===== src/rtl/nastilite_master_if.sv =====
// NASTI-Lite bus bundle shared by the initiator and the register slave.
// Channel payload widths follow the address/data parameters.
interface nasti_if #(
  parameter int unsigned ADDR_W = 5,
  parameter int unsigned DATA_W = 64
);
  localparam int unsigned STRB_W = DATA_W / 8;

  logic              aw_valid;
  logic              aw_ready;
  logic [ADDR_W-1:0] aw_addr;
  logic              w_valid;
  logic              w_ready;
  logic [DATA_W-1:0] w_data;
  logic [STRB_W-1:0] w_strb;
  logic              b_valid;
  logic              b_ready;
  logic [1:0]        b_resp;
  logic              ar_valid;
  logic              ar_ready;
  logic [ADDR_W-1:0] ar_addr;
  logic              r_valid;
  logic              r_ready;
  logic [DATA_W-1:0] r_data;
  logic [1:0]        r_resp;

  modport master (
    output aw_valid, aw_addr, w_valid, w_data, w_strb, b_ready, ar_valid, ar_addr, r_ready,
    input  aw_ready, w_ready, b_valid, b_resp, ar_ready, r_valid, r_data, r_resp
  );

  modport slave (
    input  aw_valid, aw_addr, w_valid, w_data, w_strb, b_ready, ar_valid, ar_addr, r_ready,
    output aw_ready, w_ready, b_valid, b_resp, ar_ready, r_valid, r_data, r_resp
  );
endinterface


===== src/rtl/nastilite_master.sv =====
// Single-outstanding NASTI-Lite initiator: turns one command into one bus
// write or read and returns the slave's response code and read data.
module nastilite_master #(
  parameter int unsigned C_NASTI_ADDR_WIDTH = 5,
  parameter int unsigned C_NASTI_DATA_WIDTH = 64
) (
  input  logic                            m_nastilite_clk,
  input  logic                            m_nastilite_reset,
  nasti_if.master                         m_nastilite,
  input  logic                            cmd_valid,
  output logic                            cmd_ready,
  input  logic                            cmd_write,
  input  logic [C_NASTI_ADDR_WIDTH-1:0]   cmd_addr,
  input  logic [C_NASTI_DATA_WIDTH-1:0]   cmd_wdata,
  input  logic [C_NASTI_DATA_WIDTH/8-1:0] cmd_wstrb,
  output logic                            rsp_valid,
  input  logic                            rsp_ready,
  output logic                            rsp_write,
  output logic [1:0]                      rsp_resp,
  output logic [C_NASTI_DATA_WIDTH-1:0]   rsp_rdata
);

  typedef enum logic [2:0] {IDLE, WR, WB, RA, RD, RSP} state_t;

  state_t state;
  logic   aw_done_c;
  logic   w_done_c;

  assign cmd_ready = (state == IDLE) && !m_nastilite_reset;

  // A channel is finished if it already handshook or handshakes at this edge.
  assign aw_done_c = !m_nastilite.aw_valid || m_nastilite.aw_ready;
  assign w_done_c  = !m_nastilite.w_valid  || m_nastilite.w_ready;

  always_ff @(posedge m_nastilite_clk) begin
    if (m_nastilite_reset) begin
      state               <= IDLE;
      m_nastilite.aw_valid <= 1'b0;
      m_nastilite.aw_addr  <= '0;
      m_nastilite.w_valid  <= 1'b0;
      m_nastilite.w_data   <= '0;
      m_nastilite.w_strb   <= '0;
      m_nastilite.b_ready  <= 1'b0;
      m_nastilite.ar_valid <= 1'b0;
      m_nastilite.ar_addr  <= '0;
      m_nastilite.r_ready  <= 1'b0;
      rsp_valid           <= 1'b0;
      rsp_write           <= 1'b0;
      rsp_resp            <= '0;
      rsp_rdata           <= '0;
    end else begin
      case (state)
        IDLE: begin
          if (cmd_valid) begin
            if (cmd_write) begin
              m_nastilite.aw_valid <= 1'b1;
              m_nastilite.aw_addr  <= cmd_addr;
              m_nastilite.w_valid  <= 1'b1;
              m_nastilite.w_data   <= cmd_wdata;
              m_nastilite.w_strb   <= cmd_wstrb;
              state               <= WR;
            end else begin
              m_nastilite.ar_valid <= 1'b1;
              m_nastilite.ar_addr  <= cmd_addr;
              state               <= RA;
            end
          end
        end

        WR: begin
          if (m_nastilite.aw_valid && m_nastilite.aw_ready) m_nastilite.aw_valid <= 1'b0;
          if (m_nastilite.w_valid && m_nastilite.w_ready)   m_nastilite.w_valid  <= 1'b0;
          if (aw_done_c && w_done_c) begin
            m_nastilite.b_ready <= 1'b1;
            state              <= WB;
          end
        end

        WB: begin
          if (m_nastilite.b_valid) begin
            m_nastilite.b_ready <= 1'b0;
            rsp_valid          <= 1'b1;
            rsp_write          <= 1'b1;
            rsp_resp           <= m_nastilite.b_resp;
            rsp_rdata          <= '0;
            state              <= RSP;
          end
        end

        RA: begin
          if (m_nastilite.ar_ready) begin
            m_nastilite.ar_valid <= 1'b0;
            m_nastilite.r_ready  <= 1'b1;
            state               <= RD;
          end
        end

        // r_ready is low in RA, so an early r_valid is only taken from here.
        RD: begin
          if (m_nastilite.r_valid) begin
            m_nastilite.r_ready <= 1'b0;
            rsp_valid          <= 1'b1;
            rsp_write          <= 1'b0;
            rsp_resp           <= m_nastilite.r_resp;
            rsp_rdata          <= m_nastilite.r_data;
            state              <= RSP;
          end
        end

        RSP: begin
          if (rsp_ready) begin
            rsp_valid <= 1'b0;
            state     <= IDLE;
          end
        end

        default: state <= IDLE;
      endcase
    end
  end

endmodule


===== src/flat_wrapper.sv =====
// flat-port wrapper written by rule: the top's interface ports become plain ports
module nastilite_master_flat 
#(
  parameter int unsigned C_NASTI_ADDR_WIDTH = 5,
  parameter int unsigned C_NASTI_DATA_WIDTH = 64
)
  (m_nastilite_clk, m_nastilite_reset, cmd_valid, cmd_ready, cmd_write, cmd_addr, cmd_wdata, cmd_wstrb, rsp_valid, rsp_ready, rsp_write, rsp_resp, rsp_rdata, m_nastilite_aw_valid, m_nastilite_aw_addr, m_nastilite_w_valid, m_nastilite_w_data, m_nastilite_w_strb, m_nastilite_b_ready, m_nastilite_ar_valid, m_nastilite_ar_addr, m_nastilite_r_ready, m_nastilite_aw_ready, m_nastilite_w_ready, m_nastilite_b_valid, m_nastilite_b_resp, m_nastilite_ar_ready, m_nastilite_r_valid, m_nastilite_r_data, m_nastilite_r_resp);
  nasti_if #(.ADDR_W((5)), .DATA_W((64))) m_nastilite_i ();
  input  logic m_nastilite_clk;
  input  logic m_nastilite_reset;
  input  logic cmd_valid;
  output logic cmd_ready;
  input  logic cmd_write;
  input  logic [C_NASTI_ADDR_WIDTH-1:0] cmd_addr;
  input  logic [C_NASTI_DATA_WIDTH-1:0] cmd_wdata;
  input  logic [C_NASTI_DATA_WIDTH/8-1:0] cmd_wstrb;
  output logic rsp_valid;
  input  logic rsp_ready;
  output logic rsp_write;
  output logic [1:0] rsp_resp;
  output logic [C_NASTI_DATA_WIDTH-1:0] rsp_rdata;
  output wire logic [$bits(m_nastilite_i.aw_valid)-1:0] m_nastilite_aw_valid;
  output wire logic [$bits(m_nastilite_i.aw_addr)-1:0] m_nastilite_aw_addr;
  output wire logic [$bits(m_nastilite_i.w_valid)-1:0] m_nastilite_w_valid;
  output wire logic [$bits(m_nastilite_i.w_data)-1:0] m_nastilite_w_data;
  output wire logic [$bits(m_nastilite_i.w_strb)-1:0] m_nastilite_w_strb;
  output wire logic [$bits(m_nastilite_i.b_ready)-1:0] m_nastilite_b_ready;
  output wire logic [$bits(m_nastilite_i.ar_valid)-1:0] m_nastilite_ar_valid;
  output wire logic [$bits(m_nastilite_i.ar_addr)-1:0] m_nastilite_ar_addr;
  output wire logic [$bits(m_nastilite_i.r_ready)-1:0] m_nastilite_r_ready;
  input wire logic [$bits(m_nastilite_i.aw_ready)-1:0] m_nastilite_aw_ready;
  input wire logic [$bits(m_nastilite_i.w_ready)-1:0] m_nastilite_w_ready;
  input wire logic [$bits(m_nastilite_i.b_valid)-1:0] m_nastilite_b_valid;
  input wire logic [$bits(m_nastilite_i.b_resp)-1:0] m_nastilite_b_resp;
  input wire logic [$bits(m_nastilite_i.ar_ready)-1:0] m_nastilite_ar_ready;
  input wire logic [$bits(m_nastilite_i.r_valid)-1:0] m_nastilite_r_valid;
  input wire logic [$bits(m_nastilite_i.r_data)-1:0] m_nastilite_r_data;
  input wire logic [$bits(m_nastilite_i.r_resp)-1:0] m_nastilite_r_resp;
  assign m_nastilite_aw_valid = m_nastilite_i.aw_valid;
  assign m_nastilite_aw_addr = m_nastilite_i.aw_addr;
  assign m_nastilite_w_valid = m_nastilite_i.w_valid;
  assign m_nastilite_w_data = m_nastilite_i.w_data;
  assign m_nastilite_w_strb = m_nastilite_i.w_strb;
  assign m_nastilite_b_ready = m_nastilite_i.b_ready;
  assign m_nastilite_ar_valid = m_nastilite_i.ar_valid;
  assign m_nastilite_ar_addr = m_nastilite_i.ar_addr;
  assign m_nastilite_r_ready = m_nastilite_i.r_ready;
  assign m_nastilite_i.aw_ready = m_nastilite_aw_ready;
  assign m_nastilite_i.w_ready = m_nastilite_w_ready;
  assign m_nastilite_i.b_valid = m_nastilite_b_valid;
  assign m_nastilite_i.b_resp = m_nastilite_b_resp;
  assign m_nastilite_i.ar_ready = m_nastilite_ar_ready;
  assign m_nastilite_i.r_valid = m_nastilite_r_valid;
  assign m_nastilite_i.r_data = m_nastilite_r_data;
  assign m_nastilite_i.r_resp = m_nastilite_r_resp;
  nastilite_master #(.C_NASTI_ADDR_WIDTH(C_NASTI_ADDR_WIDTH), .C_NASTI_DATA_WIDTH(C_NASTI_DATA_WIDTH)) u_core (.m_nastilite_clk(m_nastilite_clk), .m_nastilite_reset(m_nastilite_reset), .m_nastilite(m_nastilite_i), .cmd_valid(cmd_valid), .cmd_ready(cmd_ready), .cmd_write(cmd_write), .cmd_addr(cmd_addr), .cmd_wdata(cmd_wdata), .cmd_wstrb(cmd_wstrb), .rsp_valid(rsp_valid), .rsp_ready(rsp_ready), .rsp_write(rsp_write), .rsp_resp(rsp_resp), .rsp_rdata(rsp_rdata));
endmodule

===== config.mk =====
export PLATFORM = sky130hd
export DESIGN_NAME = nastilite_master_flat
export DESIGN_NICKNAME = d
export VERILOG_FILES = /design/src/rtl/nastilite_master_if.sv /design/src/rtl/nastilite_master.sv /design/src/flat_wrapper.sv
export SDC_FILE = /design/constraint.sdc
export NUM_CORES = 1
export LEC_CHECK = 0
export CAP_MARGIN = 10
export CELL_PAD_IN_SITES_DETAIL_PLACEMENT = 0
export CELL_PAD_IN_SITES_GLOBAL_PLACEMENT = 1
export CORE_AREA = 2 2 119 121
export CTS_BUF_LIST = sky130_fd_sc_hd__clkbuf_16
export DETAILED_ROUTE_END_ITERATION = 12
export DIE_AREA = 0 0 121 123
export DONT_BUFFER_PORTS = 1
export PLACE_DENSITY = 0.82
export SYNTH_ARGS = -nofsm -noshare
export SYNTH_HDL_FRONTEND = slang
export SYNTH_SLANG_ARGS = --single-unit

===== constraint.sdc =====
create_clock -name m_nastilite_clk -period 2 [get_ports m_nastilite_clk]
set_input_delay 0.4 -clock m_nastilite_clk [delete_from_list [all_inputs] [get_ports m_nastilite_clk]]
set_output_delay 0.4 -clock m_nastilite_clk [all_outputs]
set_load 0.1 [all_outputs]

=== Word level (Yosys, flattened, before mapping) ===
Index checks and enable logic that the tools add are counted.

* Register bits: 158
* Input bits: 155
* Output and inout bits: 156

* Equality and inequality tests: 15
* Muxes and demuxes: 35
* Bitwise operators: 1
* Reductions and logical operators: 26

{| class="wikitable"
|+ Operator list
! operator !! number
|-
| 64-bit 2-to-1 mux || 2
|-
| 64-bit case mux with 2 select lines || 1
|-
| 3-bit 2-to-1 mux || 6
|-
| 3-bit case mux with 6 select lines || 1
|-
| 4-bit AND reduction || 4
|-
| 3-bit AND reduction || 5
|-
| 1-bit 2-to-1 mux || 14
|-
| 2-bit != test, second input constant || 7
|-
| 1-bit case mux with 2 select lines || 6
|-
| 2-bit nonzero test || 5
|-
| 3-bit by 2-bit == test with 1-bit output, second input constant || 2
|-
| 3-bit == test, second input constant || 2
|-
| 2-bit 2-to-1 mux || 3
|-
| 2-bit by 1-bit != test with 1-bit output, second input constant || 3
|-
| 6-bit AND reduction || 1
|-
| 1-bit logical AND || 4
|-
| 2-bit case mux with 2 select lines || 1
|-
| 3-bit by 1-bit == test with 1-bit output, second input constant || 1
|-
| 1-bit logical NOT || 3
|-
| 3-bit logical NOT || 1
|-
| 1-bit case mux with 3 select lines || 1
|-
| 3-bit nonzero test || 1
|-
| 1-bit logical OR || 2
|-
| 1-bit NOT || 1
|}

=== Longest topological paths before layout ===
* Depth after elaboration: 5
* Depth in mapped cells: 7

=== Worst setup path before layout ===
Ideal clock, no wire load.

* Path kind: input -> output
* From: input m_nastilite_reset
* To: output cmd_ready
* Arrival time: 3.569 ns
* Setup slack: -1.969 ns
* Stages: 3
* Path through: clkbuf_1 > clkbuf_1 > nor4_1

* Longest elaborated chain between the ends: 2

{| class="wikitable"
|+ Ends and longest elaborated chain
! item !! RTL line !! text
|-
| from (decl) || flat_wrapper.sv:10 || <nowiki>input logic m_nastilite_reset;</nowiki>
|-
| 1-bit logical NOT || nastilite_master.sv:29 || <nowiki>assign cmd_ready = (state == IDLE) && !m_nastilite_reset;</nowiki>
|-
| 1-bit logical AND || nastilite_master.sv:29 ||
|-
| to (decl) || flat_wrapper.sv:12 || <nowiki>output logic cmd_ready;</nowiki>
|}

Every way passes these cells.

=== Final worst setup path ===
* From: register u_core.state[2]
* To: output cmd_ready

* Longest elaborated chain between the ends: 2

{| class="wikitable"
|+ Ends and longest elaborated chain
! item !! RTL line !! text
|-
| from (decl) || nastilite_master.sv:25 || <nowiki>state_t state;</nowiki>
|-
| from (signal assigned) || nastilite_master.sv:37 || <nowiki>state <= IDLE;</nowiki>
|-
| from (signal assigned) || nastilite_master.sv:61 || <nowiki>state <= WR;</nowiki>
|-
| from (signal assigned) || nastilite_master.sv:65 || <nowiki>state <= RA;</nowiki>
|-
| 3-bit logical NOT || nastilite_master.sv:29 ||
|-
| 1-bit logical AND || nastilite_master.sv:29 ||
|}

Every way passes these cells.

==> flow_metrics.tcl <==
set metrics [dict create \
    status "completed" \
    initial_core_util 0.424 \
    final_antenna_net_count 0 \
    postLayoutCellArea_mm2 0.00758 \
    ctsRootBufferMaster "clkbuf_16" \
    wl_um 16300 \
    row_count 43 \
    area_growth_pct 31.4 \
    synth_area_mm2 0.00577 \
    cts_sinks 158 \
    vias_per_cell 5.14 \
    p_leak_nw 2.98 \
    cts_buffer_depth 2 \
    dr.pass1.iters 4 \
    arrival_ns 1.49 \
    power.total_mw 11.2 \
    fin_nets 991 \
    grt-ovfl-total 0 \
    peakVddDrop_mv 0.830 \
    grt_pass1_wl_um 24300 \
    n_antenna_cell 0 \
    seq_area_frac_synth 0.548 \
    synth_ff_type "dfxtp_1" \
    ys_ff_latch 158 \
    avgSynthCellArea_um2 8.13 \
    cts_setup_buffers 0 \
    max_clock_freq_mhz 528 \
    grt.total_usage 0.211 \
    slew_violations 0 \
    critPathKind "flop to output pin" \
    place_area_mm2 0.00704 \
    yosysWarnings 0 \
    highest_layer "met4" \
    dp_cells 997 \
    hold_viol 0 \
    crit_required_ns 1.60 \
    grt_setup_unrepaired "no" \
    core_mm2 0.0136 \
    synth_edf_count 0 \
    final_cells 1027 \
    wl_met2_um 8310 \
    path_cells "buf_4 -> nor4_4 -> buf_6" \
    cts_buffers 17 \
    holdCritPathClass "input port to flop" \
    cts_tree "done" \
    async_flop_share 0 \
    synth_nets 865 \
    critPathMaxFanout 9 \
    grt_antenna_before_repair 0 \
    skew_ns 0.00630 \
    drive_gt1_frac 0.237 \
    fp.dieH_um 123 \
    met1_length_um 5880 \
    slowest_stage "dfxtp_2" \
    clock_latency_ns 0.41 \
    period_share 0.946 \
    maxCapViolations 0 \
    cts_htree_levels 4 \
    yosys.cell_types.count 32 \
    setup.worst_path.start_class "flop" \
    die_x_um 121 \
    die_area_mm2 0.0149 \
    finalCriticalPeriod_ns 1.89 \
    dp_hpwl_um 11800 \
    setup_ws_ns 0.107 \
    path_clk_slew_ns 0.06 \
    drt_iter0_drc 323 \
    syn-instance-count 710 \
    worst_pin_slew_ns 0.446 \
    drc_errors 0 \
    routedWlPerCell_um 15.9 \
    slew-limit-headroom 0.698 \
    power_density_mw_per_mm2 1480 \
    globalplace.congestion 0.762 \
    slowest_delay_ns 0.37 \
    cts_hold_buffers 0 \
    met3_length_um 1910 \
    port_buffers 0 \
    grt_pass1_vias 4902 \
    num_vias 5275 \
    io_pins 311 \
    setup_viol 0 \
    critPathCaptureType "output pin" \
    place_ws_ns 0.210 \
    grt_max_degree 162 \
]
-- registers in the layout (all words and copies together), names as in the netlist --
name                         count
u_core.m_nastilite.ar_addr       5
u_core.m_nastilite.ar_valid      1
u_core.m_nastilite.aw_addr       5
u_core.m_nastilite.aw_valid      1
u_core.m_nastilite.b_ready       1
u_core.m_nastilite.r_ready       1
u_core.m_nastilite.w_data       64
u_core.m_nastilite.w_strb        8
u_core.m_nastilite.w_valid       1
u_core.rsp_rdata                64
u_core.rsp_resp                  2
u_core.rsp_valid                 1
u_core.rsp_write                 1
u_core.state                     3
-- cell usage after synthesis (2+ instances only) --
library cell	instances	area (um2)
buf_4	3	22.5
nand2_1	225	845
a21oi_1	148	741
and3_1	2	12.5
nand2b_1	2	12.5
buf_2	24	120
nor2_1	14	52.6
mux2i_1	10	100
buf_6	7	78.8
nand3_1	67	335
clkbuf_1	26	97.6
dfxtp_1	158	3160
nand3b_1	2	15.0
nor2b_1	3	18.8
a211oi_1	2	15.0
-- stage by stage --
stage	hold WS [ns]	util	setup TNS (ns)
finish	0.0566	0.557	0
global route	0.0255	0.557	0
CTS	0.0398	0.557	0
detailed placement	0.444	0.517	0
global placement	0.439	0.517	0
floorplan	0.514	-	-0.122
-- worst max-delay path, delay by kind of cell, from the launching register on --
family | cells | cell delay, ns
flip-flops | 1 | 0.37
AND/OR/NAND/NOR | 1 | 0.28
buffers and inverters | 2 | 0.45
-- worst paths after layout --
kind | from | to | slack, ns | cells after the start
max | u_core.state[2]$_SDFFE_PP0P_ | cmd_ready | 0.11 | 3
min | m_nastilite_reset | u_core.m_nastilite.w_data[6]$_SDFFE_PP0P_ | 0.06 | 1
max reg2reg | u_core.state[0]$_SDFFE_PP0P_ | u_core.rsp_rdata[28]$_SDFFE_PP0P_ | 0.37 | 5
min reg2reg | u_core.m_nastilite.w_data[22]$_SDFFE_PP0P_ | u_core.m_nastilite.w_data[22]$_SDFFE_PP0P_ | 0.45 | 2
-- cell usage in the layout, fill, tap and decap left out, types with 2 or more instances in the layout --
cell	instances
nand3_1	65
nand3b_1	2
clkbuf_16	17
clkinv_1	2
clkinv_2	2
buf_12	6
nand3_2	2
nand2b_1	2
nand2_1	224
mux2i_1	10
dfxtp_1	156
bufinv_16	2
dfxtp_2	2
nor2b_1	3
nor2_1	14
a21oi_1	148
inv_1	6
a211oi_1	2
buf_4	160
-- timing repair --
item                       CTS  global route
pin swaps                    0             0
resized for setup            1             2
setup endpoints to repair    1             1
-- report_power, final --
part | leakage (nW) | internal (mW) | total [mW] | switching, mW
logic | 1.42 | 0.965 | 4.56 | 3.59
registers | 1.28 | 3.52 | 3.71 | 0.188
clock network | 0.280 | 1.78 | 2.94 | 1.15
-- cell type report --
type,instances,area [um2]
clock buffers,17,425
clock inverters,13,113
fillers,1275,6030
inverters,1,3.75
multi-input cells,491,2310
flip-flops and latches,158,3170
well taps,180,225
repair buffers,167,1330
-- per-layer routing --
metal | vias to the layer above | track usage
li1 | 2598 | -
met1 | 2423 | 0.217
met2 | 239 | 0.373
met3 | 15 | 0.103
met4 | 0 | 0.0698
met5 | - | 0
-- cells by family after synthesis --
group / synth area share
simple gates: 0.236
flops: 0.548
compound gates: 0.141
buf+inv: 0.0559
mux: 0.0193
Note: power is estimated with default switching activity, not from simulation.
